$ cat src/rtl/spi_poci_shifter_if.sv
// Signal bundle between the SPI read-path shifter and its register sources / POCI pin.
// The slave side is the shifter; the master side is whatever owns the registers and pins.
interface spi_poci_shifter_if;
   logic       serial_in;
   logic [7:0] trigger_channel_mask;
   logic [7:0] instruction;
   logic [7:0] mode;
   logic [7:0] analog_rd_data;
   logic [7:0] rd_addr;
   logic       data_phase;
   logic       serial_out;

   modport slave (
      input  serial_in,
      input  trigger_channel_mask,
      input  instruction,
      input  mode,
      input  analog_rd_data,
      output rd_addr,
      output data_phase,
      output serial_out
   );

   modport master (
      output serial_in,
      output trigger_channel_mask,
      output instruction,
      output mode,
      output analog_rd_data,
      input  rd_addr,
      input  data_phase,
      input  serial_out
   );
endinterface

$ cat src/rtl/spi_poci_shifter.sv
// SPI read path: captures the start address from the first byte of a frame, then streams
// register bytes MSB first on POCI from an auto-incrementing, saturating read pointer.
module spi_poci_shifter #(
   parameter int MAX_ADDR = 59
) (
   input  logic               sclk,
   input  logic               rstn,
   spi_poci_shifter_if.slave  bus
);

   localparam logic [0:0] ST_ADDR = 1'b0;
   localparam logic [0:0] ST_DATA = 1'b1;
   localparam logic [7:0] MAX_A   = 8'(MAX_ADDR);

   logic [2:0] bit_cnt;
   logic [0:0] state;
   logic [6:0] addr_sr;
   logic [7:0] shift_reg;
   logic [7:0] rd_addr;
   logic       data_phase;

   // Address 0 and anything past the bank read as zero.
   function automatic logic [7:0] sel_src(
      input logic [7:0] a,
      input logic [7:0] mask,
      input logic [7:0] instr,
      input logic [7:0] md,
      input logic [7:0] analog
   );
      if (a == 8'd1)
         return mask;
      else if (a == 8'd2)
         return instr;
      else if (a == 8'd3)
         return md;
      else if (a >= 8'd4 && a <= MAX_A)
         return analog;
      else
         return 8'h00;
   endfunction

   function automatic logic [7:0] sat_inc(input logic [7:0] a);
      return (a == 8'hFF) ? a : a + 8'd1;
   endfunction

   always_ff @(posedge sclk or negedge rstn) begin
      if (!rstn) begin
         bit_cnt    <= 3'd0;
         state      <= ST_ADDR;
         addr_sr    <= 7'd0;
         shift_reg  <= 8'h00;
         rd_addr    <= 8'h00;
         data_phase <= 1'b0;
      end else begin
         bit_cnt <= bit_cnt + 3'd1;
         case (state)
            ST_ADDR: begin
               addr_sr <= {addr_sr[5:0], bus.serial_in};
               if (bit_cnt == 3'd7) begin
                  rd_addr    <= {addr_sr, bus.serial_in};
                  state      <= ST_DATA;
                  data_phase <= 1'b1;
               end
            end
            default: begin
               // Sources are sampled only here, so mid-byte changes never reach the wire.
               if (bit_cnt == 3'd0) begin
                  shift_reg <= sel_src(rd_addr, bus.trigger_channel_mask, bus.instruction,
                                       bus.mode, bus.analog_rd_data);
                  rd_addr   <= sat_inc(rd_addr);
               end else begin
                  shift_reg <= {shift_reg[6:0], 1'b0};
               end
            end
         endcase
      end
   end

   assign bus.rd_addr    = rd_addr;
   assign bus.data_phase = data_phase;
   assign bus.serial_out = data_phase & shift_reg[7];

endmodule
$ cat src/flat_wrapper.sv
// flat-port wrapper written by rule: the top's interface ports become plain ports
module spi_poci_shifter_flat 
#(
   parameter int MAX_ADDR = 59
)
  (sclk, rstn, bus_serial_in, bus_trigger_channel_mask, bus_instruction, bus_mode, bus_analog_rd_data, bus_rd_addr, bus_data_phase, bus_serial_out);
  spi_poci_shifter_if bus_i ();
  input  logic sclk;
  input  logic rstn;
  input wire logic [$bits(bus_i.serial_in)-1:0] bus_serial_in;
  input wire logic [$bits(bus_i.trigger_channel_mask)-1:0] bus_trigger_channel_mask;
  input wire logic [$bits(bus_i.instruction)-1:0] bus_instruction;
  input wire logic [$bits(bus_i.mode)-1:0] bus_mode;
  input wire logic [$bits(bus_i.analog_rd_data)-1:0] bus_analog_rd_data;
  output wire logic [$bits(bus_i.rd_addr)-1:0] bus_rd_addr;
  output wire logic [$bits(bus_i.data_phase)-1:0] bus_data_phase;
  output wire logic [$bits(bus_i.serial_out)-1:0] bus_serial_out;
  assign bus_i.serial_in = bus_serial_in;
  assign bus_i.trigger_channel_mask = bus_trigger_channel_mask;
  assign bus_i.instruction = bus_instruction;
  assign bus_i.mode = bus_mode;
  assign bus_i.analog_rd_data = bus_analog_rd_data;
  assign bus_rd_addr = bus_i.rd_addr;
  assign bus_data_phase = bus_i.data_phase;
  assign bus_serial_out = bus_i.serial_out;
  spi_poci_shifter #(.MAX_ADDR(MAX_ADDR)) u_core (.sclk(sclk), .rstn(rstn), .bus(bus_i));
endmodule
$ cat config.mk
export PLATFORM = sky130hd
export DESIGN_NAME = spi_poci_shifter_flat
export DESIGN_NICKNAME = d
export VERILOG_FILES = /design/src/rtl/spi_poci_shifter_if.sv /design/src/rtl/spi_poci_shifter.sv /design/src/flat_wrapper.sv
export SDC_FILE = /design/constraint.sdc
export NUM_CORES = 1
export LEC_CHECK = 0
export ABC_AREA = 1
export CAP_MARGIN = 30
export CORE_ASPECT_RATIO = 0.6
export CORE_MARGIN = 5
export CORE_UTILIZATION = 45
export DETAILED_ROUTE_END_ITERATION = 16
export HOLD_SLACK_MARGIN = 0.05
export PLACE_DENSITY = 0.74
export SLEW_MARGIN = 0
export SYNTH_ARGS = -nofsm -noshare
export SYNTH_HDL_FRONTEND = slang
export SYNTH_SLANG_ARGS = --single-unit
$ cat constraint.sdc
create_clock -name sclk -period 2.47 [get_ports sclk]
set_clock_uncertainty 0.2 [all_clocks]
set_input_delay 0.494 -clock sclk [delete_from_list [all_inputs] [get_ports sclk]]
set_output_delay 0.494 -clock sclk [all_outputs]
set_load 0.05 [all_outputs]
* Yosys cells after proc, flatten, opt, wreduce, memory -nomap -nowiden
Index checks and enable logic that the tools add are counted.
Cells by class: $add $sub $neg 2, multipliers 0, divide/modulo/power cells 0, magnitude comparators 2, equal/unequal tests 7, shifts and indexed selects 0, mux-type cells 11, bitwise logic cells 2, reductions and logical operators 5
Operator list (number):
- 2-to-1 mux 8 bit | 9
- == test 8 x 2 -> 1 bit, second input constant | 2
- adder 8 x 1 -> 8 bit, second input constant | 1
- == test 8 x 1 -> 1 bit, second input constant | 1
- == test 8 bit, second input constant | 1
- >= comparator 8 x 3 -> 1 bit, second input constant | 1
- less-or-equal comparator 8 x 6 -> 1 bit, second input constant | 1
- inequality test 2 bit, second input constant | 2
- adder 3 x 1 -> 3 bit, second input constant | 1
- == test 3 bit, second input constant | 1
- zero test 3 bit | 1
- AND reduction 3 bit | 1
- 2-to-1 mux 1 bit | 2
- AND reduction 2 bit | 1
- nonzero test 2 bit | 1
- bitwise AND 1 bit | 1
- logical AND 1 bit | 1
- NOT 1 bit | 1
Word-level totals: bits in registers 28, bits in latches 0, bits in writable memories 0, memory bits (read-only) 0, bits of input ports 35, output and inout bits 10, logic and storage cells 35, memories kept 0

* Logic depth before layout (Yosys ltp)
Gate-level depths: netlist of run 1.
depth in word-level cells 7, gate-level depth with buffers 11, depth with buffers taken out 10

* Worst setup path before layout of run 1
Ideal clock, no wire load.
kind flip-flop to flip-flop, from register u_core.rd_addr[0], in the netlist u_core.bus.rd_addr[0], to register u_core.shift_reg[4], library setup time 0.073 ns, arrival 1.712 ns, required time 2.197 ns, slack 0.485 ns, cell stages (with the launch flop) 10, path buffers 0, period minus slack after synthesis 1.985 ns, cell sequence dfrtp_1 > ha_1 > inv_1 > nor3_2 > nand3_1 > nand2_1 > nand2_1 > nand2_1 > nand2_1 > a21oi_2
On the way: longest elaborated chain between the ends 7, elaborated cells between the ends (all ways) 11, classes of those cells order compare (2); eq/ne (3); mux (5); reduce/logical (1)
RTL lines:
- start, declared | RTL line spi_poci_shifter.sv:19 | logic [7:0] rd_addr;
- start signal, assigned | RTL line spi_poci_shifter.sv:60 | rd_addr <= {addr_sr, bus.serial_in};
- start signal, assigned | RTL line spi_poci_shifter.sv:70 | rd_addr <= sat_inc(rd_addr);
- >= comparator 8 x 3 -> 1 bit or less-or-equal comparator 8 x 6 -> 1 bit (tied branches) | RTL line spi_poci_shifter.sv:36 | else if (a >= 8'd4 && a <= MAX_A)
- logical AND 1 bit | RTL line spi_poci_shifter.sv:36
- 2-to-1 mux 8 bit | RTL line spi_poci_shifter.sv:36
- 2-to-1 mux 8 bit | RTL line spi_poci_shifter.sv:34 | else if (a == 8'd3)
- 2-to-1 mux 8 bit | RTL line spi_poci_shifter.sv:32 | else if (a == 8'd2)
- 2-to-1 mux 8 bit * | RTL line spi_poci_shifter.sv:30 | if (a == 8'd1)
- 2-to-1 mux 8 bit * | RTL line spi_poci_shifter.sv:67 | if (bit_cnt == 3'd0) begin
- end signal, assigned | RTL line spi_poci_shifter.sv:68 | shift_reg <= sel_src(rd_addr, bus.trigger_channel_mask, bus.instruction,
- end signal, assigned | RTL line spi_poci_shifter.sv:72 | shift_reg <= {shift_reg[6:0], 1'b0};
- end, declared | RTL line spi_poci_shifter.sv:18 | logic [7:0] shift_reg;
Mark *: on every way between the ends. The rest lies on a longest branch, timed or not. A chain may end at the register's enable or synchronous reset.

* Worst setup path in the final report of run 1
from register u_core.rd_addr[6], in the netlist u_core.bus.rd_addr[6], to output port bus_rd_addr[6]
RTL lines:
- end, declared | RTL line flat_wrapper.sv:15 | output wire logic [$bits(bus_i.rd_addr)-1:0] bus_rd_addr;
No word-level cell between the ends.

==> results of run 1 <==
==> Yosys cell counts, drive strengths merged <==
library cell | instances | share of area (%)
nand2 | 81 | 18
a21oi | 30 | 9.3
dfrtp | 28 | 39
inv | 25 | 5.7
nor2 | 18 | 5.7
o21ai | 15 | 4.2
nand3 | 10 | 2.8
nand4 | 10 | 3.5
ha | 7 | 4.9
clkbuf | 5 | 1.1
nor3 | 3 | 1.1
or2 | 3 | 1.2
buf | 2 | 0.91
clkinv | 1 | 0.28
nand3b | 1 | 0.42
o211ai | 1 | 0.42
xnor2 | 1 | 0.49
xor2 | 1 | 0.49
==> cell families after synthesis <==
group,share of synthesized area (%)
AO/OA/AOI/OAI,13.89
XOR/XNOR,0.9826
adder cells (fa/ha/maj),4.912
buffers and inverters,7.999
flip-flops,39.30
AND/OR/NAND/NOR,32.91
==> cell type report <==
cell class	instances	area share, %
multi-input combinational	181	40.03
sequential	28	29.85
timing repair buffer	48	20.04
inverter	26	4.531
tap	47	2.505
clock buffer	3	1.759
clock inverter	1	1.279
==> per-layer routing <==
layer  up-vias  global-route usage (%)
met1       777                   26.99
met2        46                   23.10
li1        872                       -
met5         -                       0
met3         3                   4.470
met4         0                   2.510
==> metrics by stage <==
stage                     worst slack (ns)  util, %
after floorplan                     0.4850        -
after global placement              0.4647    60.80
after detailed placement            0.4483    60.80
after CTS                           0.1246    62.70
after global routing               0.06941    62.70
final                               0.1164    62.70
==> path summary, 6_finish.rpt <==
kind                                  startpoint                     to  slack, ns  cells after the start
setup reg to reg           u_core.bus.rd_addr[0]    u_core.shift_reg[5]       0.42                      9
max in group asynchronous                   rstn    u_core.shift_reg[4]       1.42                      2
min in group asynchronous                   rstn  u_core.bus.rd_addr[3]       0.38                      2
hold / removal                 u_core.bit_cnt[0]      u_core.bit_cnt[0]       0.25                      1
hold reg to reg                u_core.bit_cnt[0]      u_core.bit_cnt[0]       0.25                      1
setup / recovery           u_core.bus.rd_addr[6]         bus_rd_addr[6]       0.12                      1
==> power by group through the flow <==
stage	clock [µW]	combinational, µW	sequential (µW)
6_report	362	566	596
4_1_cts	371	567	594
2_1_floorplan	0	238	719
3_3_place_gp	0	558	599
5_1_grt	388	620	609
3_5_place_dp	0	564	602
==> impl_results.md, run 1 <==
- Met3 Wirelength: roughly 300 µm
- Clk sinks: 28
- Gr usage total: about 17%
- Period utilization: between 90% and 100%
- RePlAce Congestion: about 0.85
- Total power: roughly 1500 µW
- Fin. Hold Viols: 0
- Final number of setup-violating endpoints: 0
- Initial Util: between 40% and 50%
- WL final: about 4600 µm
- Ys Warns: 0
- CTS Root Cell: clkbuf_8
- DRC: 0
- CTS clk-pin slew, worst paths: around 0.090 ns
- Worst Path Arrival: between 1.5 and 2 ns
- Slowest cell delay on critical path: around 0.87 ns
- Post-CTS Setup Bufs: 0
- Metal2 WL: ~1700 µm
- Layout cells sized above 1: 8.711%
- Num CTS Buffers: 3
- Drt initial violations: 130
- Max Freq: 424.9 MHz
- Vias in the first global route: around 1,500
- Nets: 330
- Lkg Pwr: approximately 0.0012 µW
- Crit. End Element: output pin
- Max_slew headroom: roughly 67%
- Final HPWL DP: 3528 µm
- Seq/Total Area, Yosys: 39.30%
- Non-filler cells, final: ~330
- DR vias: 1,698
- Pwr/cell area: ~650 nW/µm²
- Seq pwr share: 39.1%
- Final Critical Period: between 2 and 2.5 ns
- Highest Signal Layer: met4
- Max clock buf depth: 2
- WL/cell: 13.67 µm
- Kind of critical path: reg -> out
- Inserted Diodes: 0
- Cells after Synth: approximately 240
- Clock Power Share: between 20% and 30%
- Pin count of the biggest net entering global routing: 29
- CP delay by family, top: buffers and inverters
- Synth Register Bits: 28
- IO Port Bufs: 44
- Syn-to-layout area delta: 31.65%
- First-pass DRT Iterations: 4
- Pins Over Slew Limit: 0
- Critical-path cell list: clkdlybuf4s50_1
- Setup TNS: 0 ns
- Run status: completed
- Worst Setup Start Kind: flop
- Register area: about 700 µm²
- Syn Std Cell Area: 1783 µm²
- CTS tree: built
- Die width: 91.26 µm
- Worst path bufs/invs: 1
- Placed cells: between 300 and 400
- Switch share: between 30 and 40%
- Clk_lat worst skew: roughly 0.28 ns
- Rows: 17
- Critical-path top delay cell: clkdlybuf4s50_1
- RSZ-0062 raised after global routing: false
- Multi-input gate area: 939.7 µm²
- Max FO, Critical Path: 6
- Yosys cell types: 31
- Total die area: 5362 µm²
- Layout filler cell count: 335
- Commonest non-fill, non-tap cell in the layout: nand2_1
- First-pass GRT wire length: around 7500 µm
- PostCTS Resize Cnt: 0
- HP Class: reg -> reg
- Top Ports: 45
- # hold bufs at CTS: 0
- Slew @ Worst Pin: ~0.5 ns
- Design Area, Final: between 2000 and 2500 µm²
- Post-Syn Nets: 284
- Met1 WL: approximately 2500 µm
- Net Sw Power: 577.6 µW
- Max-cap viol count: 0
- Post-DRT Antenna Nets: 0
- Internal Power: 946.1 µW
- Comb pwr share: a little under two fifths
- Hold_ws: roughly 0.25 ns
- Worst IR Drop VDD: approximately 0.00048 V
- GRT Residual Overflow: 0
- Initial antenna violation count: 0
- Commonest non-fill, non-tap cells in the layout: nand2_1 (77), clkdlybuf4s50_1 (44), dfrtp_1 (28)
- Critical Path RT: about 1.8 ns
- Via/cell ratio: approximately 5.1
- Mean Syn Cell Area: approximately 7.4 µm²
- Htree depth: 1
- Die height: 58.76 µm
- Post-placement cell area: about 2300 µm²
- Core ar.: approximately 3700 µm²
Note: power is estimated with default switching activity, not from simulation.
==> run 2, diff against run 1 <==
--- a/config.mk
+++ b/config.mk
@@ -6,7 +6,7 @@
 export NUM_CORES = 1
 export LEC_CHECK = 0
 export ABC_AREA = 1
-export CAP_MARGIN = 30
+export CAP_MARGIN = 20
 export CORE_ASPECT_RATIO = 0.6
 export CORE_MARGIN = 5
 export CORE_UTILIZATION = 45
==> results of run 2 <==
Final layout, timing and power as in run 1 (identical DEF).
==> run 3, diff against run 2 <==
--- a/config.mk
+++ b/config.mk
@@ -8,9 +8,10 @@
 export ABC_AREA = 1
 export CAP_MARGIN = 20
 export CORE_ASPECT_RATIO = 0.6
-export CORE_MARGIN = 5
+export CORE_MARGIN = 3
 export CORE_UTILIZATION = 45
 export DETAILED_ROUTE_END_ITERATION = 16
+export GPL_TIMING_DRIVEN = 0
 export HOLD_SLACK_MARGIN = 0.05
 export PLACE_DENSITY = 0.74
 export SLEW_MARGIN = 0
==> run 3 against run 2 <==
Maximum frequency down 0.48%. Sequential share of layout area down 0.42 points. Highest routed layer unchanged. Critical endpoint unchanged. Final area up 1.4%. Largest cell class unchanged.
==> impl_results.md, run 3 (same netlist as run 1, synthesis figures left out) <==
- Run status: completed (unchanged)
- Initial antenna violation count: 0 (unchanged)
- Inserted Diodes: 0 (unchanged)
- # hold bufs at CTS: 0 (unchanged)
- Seq pwr share: 39.0% (was 39.1%)
- Max_slew headroom: 66.55% (was 66.57%)
- CTS tree: built (unchanged)
- CTS Root Cell: clkbuf_8 (unchanged)
- Htree depth: 1 (unchanged)
- Worst Setup Start Kind: flop (unchanged)
- DRC: 0 (unchanged)
- Die height: 54.76 µm (was 58.76 µm)
- Via/cell ratio: 5.006 (was 5.084)
- Num CTS Buffers: 3 (unchanged)
- Comb pwr share: 37.0% (was 37.2%)
- Net Sw Power: 583.0 µW (was 577.6 µW)
- Clk sinks: 28 (unchanged)
- Clk_lat worst skew: 0.29 ns (was 0.28 ns)
- Critical-path cell list: clkdlybuf4s50_1 (unchanged)
- Max Freq: 422.8 MHz (was 424.9 MHz)
- CTS clk-pin slew, worst paths: 0.10 ns (was 0.09 ns)
- Slack of the critical path: 0.1049 ns (was 0.1164 ns)
- Pwr/cell area: 643.9 nW/µm² (was 649.1 nW/µm²)
- Pin count of the biggest net entering global routing: 22 (was 29)
- Period utilization: 95.75% (was 95.29%)
- Post-CTS Setup Bufs: 0 (unchanged)
- Vias in the first global route: 1,390 (was 1,518)
- Final Critical Period: 2.365 ns (was 2.354 ns)
- Post-DRT Antenna Nets: 0 (unchanged)
- Max FO, Critical Path: 6 (unchanged)
- Layout cells sized above 1: 8.591% (was 8.711%)
- Worst IR Drop VDD: 0.0004884 V (was 0.0004788 V)
- Final core utilization: 63.60% (was 62.70%)
- WL/cell: 13.30 µm (was 13.67 µm)
- Worst Path Arrival: 1.67 ns (was 1.66 ns)
- First-pass DRT Iterations: 4 (unchanged)
- DR vias: 1,692 (was 1,698)
- Slew @ Worst Pin: 0.5002 ns (was 0.4998 ns)
- Pins Over Slew Limit: 0 (unchanged)
- Nets: 334 (was 330)
- Worst path bufs/invs: 1 (unchanged)
- Total die area: 4778 µm² (was 5362 µm²)
- Gr usage total: 19.92% (was 17.02%)
- Fin. Hold Viols: 0 (unchanged)
- RePlAce Congestion: 0.8713 (was 0.8528)
- Clock Power Share: 24.0% (was 23.7%)
- Critical Path RT: 1.78 ns (about the same)
- Crit. End Element: output pin (unchanged)
- Slowest cell delay on critical path: 0.86 ns (was 0.87 ns)
- Initial Util: 47.63% (unchanged)
- Max clock buf depth: 2 (unchanged)
- GRT Residual Overflow: 0 (unchanged)
- RSZ-0062 raised after global routing: false (unchanged)
- Final number of setup-violating endpoints: 0 (unchanged)
- Commonest non-fill, non-tap cells in the layout: nand2_1 (77), clkdlybuf4s50_1 (44), dfrtp_1 (28) (unchanged)
- Lkg Pwr: 0.001197 µW (was 0.001186 µW)
- Setup TNS: 0 ns (unchanged)
- Commonest non-fill, non-tap cell in the layout: nand2_1 (unchanged)
- Total power: 1533 µW (was 1524 µW)
- Layout filler cell count: 341 (was 335)
- Die width: 87.26 µm (was 91.26 µm)
- Max-cap viol count: 0 (unchanged)
- First-pass GRT wire length: 7038 µm (was 7472 µm)
- Rows: 17 (unchanged)
- Multi-input gate area: 939.7 µm² (unchanged)
- HP Class: reg -> reg (unchanged)
- Top Ports: 45 (unchanged)
- Internal Power: 950.3 µW (was 946.1 µW)
- Register area: 700.7 µm² (unchanged)
- Core ar.: 3744 µm² (unchanged)
- WL final: 4497 µm (was 4566 µm)
- Worst slack, placed: 0.4484 ns (was 0.4483 ns)
- Hold_ws: 0.2546 ns (was 0.2481 ns)
- Drt initial violations: 124 (was 130)
- PostCTS Resize Cnt: 0 (unchanged)
- Kind of critical path: reg -> out (unchanged)
- Final HPWL DP: 3494 µm (was 3528 µm)
- Syn-to-layout area delta: 33.54% (was 31.65%)
- Critical-path top delay cell: clkdlybuf4s50_1 (unchanged)
- CP delay by family, top: buffers and inverters (unchanged)
- Switch share: 38.02% (was 37.91%)
- IO Port Bufs: 44 (unchanged)
## run 3: changes by cell type in the layout (fill, tap and decap cells not counted)
cell | before | now
buf_16 | 0 | 1
buf_6 | 0 | 1
clkbuf_2 | 0 | 1
clkbuf_1 | 0 | 4
buf_4 | 4 | 0
buf_2 | 0 | 1
## run 3: power by group through the flow
stage	clock (µW)	sequential (µW)	combinational, µW
finish	369	598	567
floorplan	0	719	238
CTS	374	597	569
detailed placement	0	605	566
global route	395	610	616
global placement	0	604	556
## run 3: metrics by stage
step | area, µm² | cells
3_3_place_gp | 2282 | 333
6_report | 2381 | 338
2_1_floorplan | 1783 | 242
3_5_place_dp | 2310 | 334
4_1_cts | 2381 | 338
5_1_grt | 2381 | 338
## run 3: routing by layer
layer,global-route usage [%],part of all wire [%],vias to the layer above
met5,0,0,-
met3,4.812,8.0,7
met4,8.163,1.4,0
met2,23.63,36,51
met1,32.29,55,748
li1,-,-,886
## run 3: cell type report
class / count / area share (%)
inverters: 26 / 4.467
repair buffers: 45 / 19.65
flip-flops and latches: 28 / 29.43
multi-input cells: 181 / 39.46
clock buffers: 3 / 1.734
well taps: 47 / 2.470
plain buffers: 7 / 1.524
clock inverters: 1 / 1.261
## run 3: final timing paths
check / from / to / slack (ns) / cells after the start
max in group asynchronous: rstn / u_core.bit_cnt[0] / 1.28 / 2
worst max-delay path: u_core.bus.rd_addr[6] / bus_rd_addr[6] / 0.10 / 1
worst max register to register: u_core.bus.rd_addr[0] / u_core.shift_reg[7] / 0.47 / 9
worst min register to register: u_core.bit_cnt[0] / u_core.bit_cnt[0] / 0.25 / 1
worst min-delay path: u_core.bit_cnt[0] / u_core.bit_cnt[0] / 0.25 / 1
min in group asynchronous: rstn / u_core.bus.rd_addr[3] / 0.32 / 1
